==> config.mk <==
export PLATFORM = sky130hd
export DESIGN_NAME = reg_port_decoder
export DESIGN_NICKNAME = d
export VERILOG_FILES = /design/src/rtl/reg_port_decoder.sv
export SDC_FILE = /design/constraint.sdc
export NUM_CORES = 1
export LEC_CHECK = 0
export CORE_AREA = 2 2 100 78
export CTS_CLUSTER_DIAMETER = 150
export DETAILED_ROUTE_END_ITERATION = 8
export DIE_AREA = 0 0 102 80
export PLACE_DENSITY = 0.73
export SYNTH_ARGS = -nofsm -noshare
export SYNTH_HDL_FRONTEND = slang
export SYNTH_SLANG_ARGS = --single-unit
==> constraint.sdc <==
create_clock -name I_clock -period 1.4 [get_ports I_clock]
set_input_delay 0.14 -clock I_clock [delete_from_list [all_inputs] [get_ports I_clock]]
set_output_delay 0.14 -clock I_clock [all_outputs]
set_load 0.02 [all_outputs]
==> src/rtl/reg_port_decoder.sv <==
// CPU-side register-port front end: synchronises bus enables, registers their edges,
// captures address/data per access and emits one-hot strobes plus a shared write-phase latch.
module reg_port_decoder #(
  parameter int unsigned P_addr_width  = 3,
  parameter int unsigned P_data_width  = 8,
  parameter int unsigned P_sync_stages = 2,
  parameter logic [(1<<P_addr_width)-1:0] P_toggle_mask = (1<<P_addr_width)'(8'h60),
  parameter logic [(1<<P_addr_width)-1:0] P_clear_mask  = (1<<P_addr_width)'(8'h04)
) (
  input  logic                          I_clock,
  input  logic                          I_reset,
  input  logic [P_addr_width-1:0]       I_addr,
  input  logic [P_data_width-1:0]       I_data,
  input  logic                          I_wren,
  input  logic                          I_rden,
  output logic [P_addr_width-1:0]       O_addr,
  output logic [P_data_width-1:0]       O_data,
  output logic [(1<<P_addr_width)-1:0]  O_reg,
  output logic                          O_wren_rise,
  output logic                          O_wren_fall,
  output logic                          O_rden_rise,
  output logic                          O_rden_fall,
  output logic [(1<<P_addr_width)-1:0]  O_reg_wren,
  output logic [(1<<P_addr_width)-1:0]  O_reg_rden,
  output logic [(1<<P_addr_width)-1:0]  O_reg_wrrise,
  output logic [(1<<P_addr_width)-1:0]  O_reg_wrfall,
  output logic [(1<<P_addr_width)-1:0]  O_reg_rdrise,
  output logic [(1<<P_addr_width)-1:0]  O_reg_rdfall,
  output logic                          O_phase,
  output logic                          O_conflict
);

  localparam int unsigned AW = P_addr_width;
  localparam int unsigned DW = P_data_width;
  localparam int unsigned N  = 1 << P_addr_width;
  localparam int unsigned SW = (P_sync_stages == 0) ? 1 : P_sync_stages;

  logic wren_s;
  logic rden_s;

  // Enable synchronisers; depth 0 passes the bus enables straight through.
  generate
    if (P_sync_stages == 0) begin : g_nosync
      assign wren_s = I_wren;
      assign rden_s = I_rden;
    end else begin : g_sync
      logic [SW-1:0] wren_sync;
      logic [SW-1:0] rden_sync;

      always_ff @(posedge I_clock or negedge I_reset) begin
        if (!I_reset) begin
          wren_sync <= '0;
          rden_sync <= '0;
        end else begin
          wren_sync <= SW'({wren_sync, I_wren});
          rden_sync <= SW'({rden_sync, I_rden});
        end
      end

      assign wren_s = wren_sync[SW-1];
      assign rden_s = rden_sync[SW-1];
    end
  endgenerate

  logic          wren_d;
  logic          rden_d;
  logic          wr_rise_n;
  logic          wr_fall_n;
  logic          rd_rise_n;
  logic          rd_fall_n;
  logic [AW-1:0] addr_n;
  logic [DW-1:0] data_n;
  logic [N-1:0]  dec_n;
  logic          phase_n;

  // Edge detect against the previous synchronised level, capture and decode.
  always_comb begin
    wr_rise_n = 1'b0;
    wr_fall_n = 1'b0;
    rd_rise_n = 1'b0;
    rd_fall_n = 1'b0;
    addr_n    = O_addr;
    data_n    = O_data;
    dec_n     = '0;

    wr_rise_n = wren_s & ~wren_d;
    wr_fall_n = ~wren_s & wren_d;
    rd_rise_n = rden_s & ~rden_d;
    rd_fall_n = ~rden_s & rden_d;

    if (wr_rise_n || rd_rise_n) begin
      addr_n = I_addr;
    end
    if (wr_rise_n) begin
      data_n = I_data;
    end
    dec_n[addr_n] = 1'b1;
  end

  // Phase advances the cycle after the rise strobe; a clear beats a toggle.
  always_comb begin
    phase_n = O_phase;
    if (|(O_reg_rdrise & P_clear_mask)) begin
      phase_n = 1'b0;
    end else if (|(O_reg_wrrise & P_toggle_mask)) begin
      phase_n = ~O_phase;
    end
  end

  always_ff @(posedge I_clock or negedge I_reset) begin
    if (!I_reset) begin
      wren_d       <= 1'b0;
      rden_d       <= 1'b0;
      O_addr       <= '0;
      O_data       <= '0;
      O_reg        <= N'(1);
      O_wren_rise  <= 1'b0;
      O_wren_fall  <= 1'b0;
      O_rden_rise  <= 1'b0;
      O_rden_fall  <= 1'b0;
      O_reg_wren   <= '0;
      O_reg_rden   <= '0;
      O_reg_wrrise <= '0;
      O_reg_wrfall <= '0;
      O_reg_rdrise <= '0;
      O_reg_rdfall <= '0;
      O_phase      <= 1'b0;
      O_conflict   <= 1'b0;
    end else begin
      wren_d       <= wren_s;
      rden_d       <= rden_s;
      O_addr       <= addr_n;
      O_data       <= data_n;
      O_reg        <= dec_n;
      O_wren_rise  <= wr_rise_n;
      O_wren_fall  <= wr_fall_n;
      O_rden_rise  <= rd_rise_n;
      O_rden_fall  <= rd_fall_n;
      O_reg_wren   <= dec_n & {N{wren_s}};
      O_reg_rden   <= dec_n & {N{rden_s}};
      O_reg_wrrise <= dec_n & {N{wr_rise_n}};
      O_reg_wrfall <= dec_n & {N{wr_fall_n}};
      O_reg_rdrise <= dec_n & {N{rd_rise_n}};
      O_reg_rdfall <= dec_n & {N{rd_fall_n}};
      O_phase      <= phase_n;
      O_conflict   <= wren_s & rden_s;
    end
  end

endmodule

# After elaboration in Yosys (flattened, before gate mapping)

Index checks and enable logic that the tools add are counted.

Magnitude comparators: 2
Muxes and demuxes: 5
Bitwise gates (word level): 16
Reduce and logical (&&, ||, !) cells: 4

Operators by type and width:

| operator           | count |
|---|---|
| $and 8x8->8        | 6 |
| $and 1x1->1        | 5 |
| $not 1->1          | 5 |
| $lt 3x4->1 const B | 1 |
| $demux 1 s3        | 1 |
| $ge 3x1->1 const B | 1 |
| $mux 1             | 3 |
| $mux 3             | 1 |
| $reduce_bool 2->1  | 1 |
| $reduce_or 2->1    | 1 |
| $logic_and 1x1->1  | 1 |
| $logic_or 1x1->1   | 1 |

Register bits: 79
Bits of input ports: 15
Output and inout port bits: 73
Logic and storage cells: 46

# Logic depth before layout (Yosys ltp)

Depth in word-level cells: 9
Mapped depth: 7
Gate-level depth less buffers: 4

# Worst setup path after synthesis

No wires, ideal clock.

Kind: reg2reg
Start point: reg g_sync.wren_sync[1]
End point: reg O_addr[0]
Setup time: 0.125 ns
Arrival: 1.320 ns
Required time: 1.275 ns
Setup slack: -0.045 ns
Cell stages (with the launch flop): 7
Buffers on the path: 2
Period minus slack after synthesis: 1.445 ns
Cell sequence: dfrtp_1 -> nand2b_1 -> buf_4 -> inv_1 -> buf_4 -> nor2_1 -> mux2_2

Cells in the longest elaborated chain, start to end: 3

Ends and longest elaborated chain:

| item                     | RTL line | RTL |
|---|---|---|
| start: declaration       | 47       | `logic [SW-1:0] wren_sync;` |
| start signal: assignment | 55       | `wren_sync <= SW'({wren_sync, I_wren});` |
| $and 1x1->1              | 86       | `wr_rise_n = wren_s & ~wren_d;` |
| $logic_or 1x1->1         | 91       | `if (wr_rise_n \|\| rd_rise_n) begin` |
| $mux 3                   | 91       |  |
| named net addr_n[0]      | 71       | `logic [AW-1:0] addr_n;` |
| end signal: assignment   | 132      | `O_addr <= addr_n;` |
| end: declaration         | 16       | `output logic [P_addr_width-1:0] O_addr,` |

The timed path passes the listed nets, and every way through them passes these cells.
A chain may end at the register's enable or synchronous reset.

# Worst setup path in the final report

Start point: reg g_sync.wren_sync[1]
End point: reg O_reg_wrfall[7]

Cells in the longest elaborated chain, start to end: 8
Elaborated cells between the ends (all ways): 11
Those cells by class: order compare: 2; mux: 3; bitwise: 4; reduce/logical: 2

Ends and longest elaborated chain:

| item                                                                  | RTL line | RTL |
|---|---|---|
| $and 1x1->1                                                           | 86       |  |
| $logic_or 1x1->1                                                      | 91       |  |
| $mux 3                                                                | 91       |  |
| $lt 3x4->1 (not written as such) / $ge 3x1->1 (equally long branches) | 97       | `dec_n[addr_n] = 1'b1;` |
| $logic_and 1x1->1 (not written as such)                               | 97       |  |
| $mux 1 (not written as such)                                          | 97       |  |
| $demux 1 s3                                                           | 97       |  |
| $and 8x8->8 *                                                         | 142      | `O_reg_wrfall <= dec_n & {N{wr_fall_n}};` |
| end signal: assignment                                                | 142      |  |
| end: declaration                                                      | 26       | `output logic [(1<<P_addr_width)-1:0] O_reg_wrfall,` |

Mark *: on every way between the ends. The rest lies on a longest branch, timed or not.

==> results.tsv <==
stage	metric	value	unit
logic_synthesis	syn_nets	246	
die	fp.coreArea	7162	µm²
worst_setup_path	required	1.66	ns
worst_setup_path	worstReg2RegStart	g_sync.wren_sync[1]$_DFF_PN0_	
detailed_routing	dr.first_iter.drc_count	92	
die	die_y	80	µm
layout	syn_to_final_growth	48.35	%
worst_setup_path	critPathMaxFanout	9	
clock_tree	cts_tree	built	
outcome	status	completed	
clock_tree	cts-root-buf	clkbuf_8	
hold_path	min-delay-start	I_wren	
die	io_pins	88	
detailed_routing	drtPass1Iterations	5	
sta	worstMarginPinSlew	0.4269	ns
grt	antenna_found_initial	0	
clock_tree	clk_pin_slew_worst_paths	0.07	ns
logic_synthesis	yosysWarnings	0	
worst_setup_path	cp.arrival	1.66	ns
worst_setup_path	rr_worst_depth	5	
detailed_routing	vias	2172	
sta	fmax	0.7154	GHz
place	gp_congestion	0.8499	
grt	grt_pass1_wl	10740	µm
power	total_leakage_power	2.250	nW
layout	nNetsFinal	363	
sta	worst_slew_margin_rel	71.35	%
clock_tree	clkSinkCount	79	
hold_path	min_path_type	in -> reg	
worst_setup_path	slowest_stage	or3_4	
worst_setup_path	r2r_end	O_reg_wrfall[7]$_DFF_PN0_	
worst_setup_path	crit_path_start_kind	flip-flop	
power	finalPower	4.959	mW
die	initial_core_util	39.81	%
logic_synthesis	syn_area	2851	µm²
sta	period_minus_slack	1.398	ns
die	dieArea	8160	µm²
flow_run	maxCapViolations	0	
worst_setup_path	end_kind	flip-flop	
layout	fillers	625	
clock_tree	cts-htree-levels	3	
place	hpwl	4972	µm
hold_path	hold_depth	1	
grt	gr-total-overflow	0	
layout	register_area	1979	µm²
worst_setup_path	ff2ff_setup_slack	0.002	ns
logic_synthesis	postSynthAreaPerCell	12.34	µm²
sta	fin_skew	0.007378	ns
logic_synthesis	ys_seq_area_share	69.37	%
detailed_routing	via_per_inst	4.784	
logic_synthesis	ys_ff_latch	79	
sta	slew_violations	0	
layout	antenna_cells	0	
clock_tree	clk_path_buf_depth	2	
sta	final.setup.tns	0	ns
detailed_routing	routed_wl	6767	µm
die	rows	27	
worst_setup_path	critical-path-max-stage-delay	0.42	ns
clock_tree	clk_latency	0.35	ns
layout	drive_gt1_share	20.68	%
detailed_routing	drt.antenna.violating_nets	0	
detailed_routing	wl_per_cell	14.91	µm
hold_path	hold_path_end	g_sync.wren_sync[0]$_DFF_PN0_	
sta	hold_viol	0	
die	fp.dieW	102	µm
power	powerDensity	1172	nW/µm²
grt	grt_pass1_vias	2122	
worst_setup_path	worstSetupPathType	reg -> reg	
clock_tree	cts_made_buffers	9	
detailed_routing	drc	0	
logic_synthesis	ys_types	35	
grt	grt_use_total	17.81	%
grt	grt_max_degree	31	
sta	setup_violations	0	
sta	grt_setup_unrepaired	true	
logic_synthesis	postSynthCellCount	231	
sta	post-route-period-util	99.84	%
worst_setup_path	crit_chain	nand2b_4 -> inv_2 -> buf_12 -> or3_4 -> a211oi_2	
layout	multiInputGateArea	835.8	µm²
power	vdd_drop_max	0.5129	mV
place	portBuffers	87	
==> worst max-delay path: cells and delay by family, from the launching register on <==
| kind | cells | cell delay, ns |
|---|---|---|
| buffers and inverters | 2 | 0.17 |
| AO/OA/AOI/OAI | 1 | 0.24 |
| AND/OR/NAND/NOR | 2 | 0.50 |
| flip-flops | 1 | 0.41 |
==> logic make-up (layout without fill, tap and decap cells) <==
logic type | Yosys count | count (layout) | share of synthesized area (%)
xor gates and xnor gates | 1 | 1 | 0.3072
AOI/OAI and AO/OA | 48 | 48 | 11.94
muxes | 3 | 3 | 1.185
buffers and inverters | 18 | 140 | 3.115
and+or+nand+nor | 82 | 82 | 14.08
DFF | 79 | 79 | 69.37
==> synthesized netlist by cell type, drive strengths merged <==
library cell,count,area (µm²)
dfrtp,78,1952
nand2,34,127.6
a21boi,18,135.1
nor2,14,52.55
a211oi,8,60.06
a21oi,8,40.04
buf,8,51.29
nor3,7,35.03
nand2b,6,40.04
nand4,6,37.54
clkbuf,5,18.77
inv,5,18.77
o211ai,5,42.54
nor2b,4,25.02
o21ai,4,20.01
a211o,3,26.28
mux2,3,33.78
nand3,3,15.01
nand3b,2,15.01
or4,2,22.52
a21o,1,7.510
and2,1,6.260
dfstp,1,26.28
nor4,1,6.260
o2111ai,1,8.760
or2b,1,7.510
or3,1,11.26
xor2,1,8.760
==> worst max path at each step <==
stage	from	endpoint	slack, ns	depth (start not counted)
floorplan	g_sync.wren_sync[1]$_DFF_PN0_	O_addr[0]$_DFF_PN0_	0.01	6
global placement	I_addr[1]	O_reg_rdfall[1]$_DFF_PN0_	-0.06	5
detailed placement	I_addr[1]	O_reg_rdfall[1]$_DFF_PN0_	-0.13	5
CTS	g_sync.wren_sync[1]$_DFF_PN0_	O_reg_rdfall[7]$_DFF_PN0_	-0.01	5
global route	wren_d$_DFF_PN0_	O_reg_wrfall[7]$_DFF_PN0_	-0.03	5
finish	g_sync.wren_sync[1]$_DFF_PN0_	O_reg_wrfall[7]$_DFF_PN0_	0.002	5
==> cell type report <==
class                   instances  share of cell area, %
inverters                       5                 0.5028
flip-flops and latches         79                  46.79
clock inverters                 6                  1.420
clock buffers                  10                  3.253
multi-input cells             134                  19.76
well taps                     101                  2.987
repair buffers                119                  25.29
==> per-layer routing <==
layer / GRT usage (%) / vias up / wire length, µm
li1: - / 1022 / -
met1: 24.43 / 1042 / 3175
met2: 26.71 / 95 / 3006
met3: 6.655 / 13 / 516
met4: 4.800 / 0 / 68
met5: 0 / - / 0
==> stage by stage <==
step / setup WS (ns) / area [µm²] / std cells / utilization, % / hold WS, ns
floorplan: 0.01037 / 2854 / 231 / - / -0.1556
global placement: -0.05600 / 4026 / 434 / 56.22 / 0.06560
detailed placement: -0.1335 / 4026 / 434 / 56.22 / 0.06781
CTS: -0.01305 / 4159 / 452 / 58.07 / 0.2112
global route: -0.02633 / 4230 / 454 / 59.07 / 0.2118
finish: 0.002173 / 4230 / 454 / 59.07 / 0.2267
==> power by group <==
part           internal [mW]  leakage [nW]  switching (mW)  total [mW]
Sequential              2.42          1.05          0.0734        2.49
Combinational          0.338          1.11           0.493       0.830
Clock                  0.861        0.0981           0.776        1.64
==> placed cells by master (no fill, tap or decap), types with 2 or more instances in the layout <==
cell and count:
a211oi_1 5, nor2_1 13, a211oi_2 3, or4_4 2, dlygate4sd2_1 73, a21boi_1 6
o211ai_1 4, a21oi_1 8, nand3b_1 2, inv_1 2, buf_4 28, inv_2 2
nor2b_2 2, buf_12 4, a21boi_0 8, nor3_1 7, clkinvlp_4 2, nand2_1 34
nor2b_1 2, dfrtp_1 77, clkdlybuf4s50_1 13, o21ai_1 3, a21boi_2 4, nand4_1 6
a211o_1 3, clkbuf_8 10, nand2b_1 4, nand3_1 3, clkinv_2 3, mux2_2 3
==> what timing repair did <==
item | 4_1_cts | 5_1_grt
cloned | 0 | 0
setup endpoints to repair | 78 | 19
hold buffers | 1 | 0
hold endpoints to repair | 47 | 0
gates resized for setup | 76 | 17
pin swaps | 0 | 3
buffers inserted | 1 | 2
Note: power is estimated with default switching activity, not from simulation.
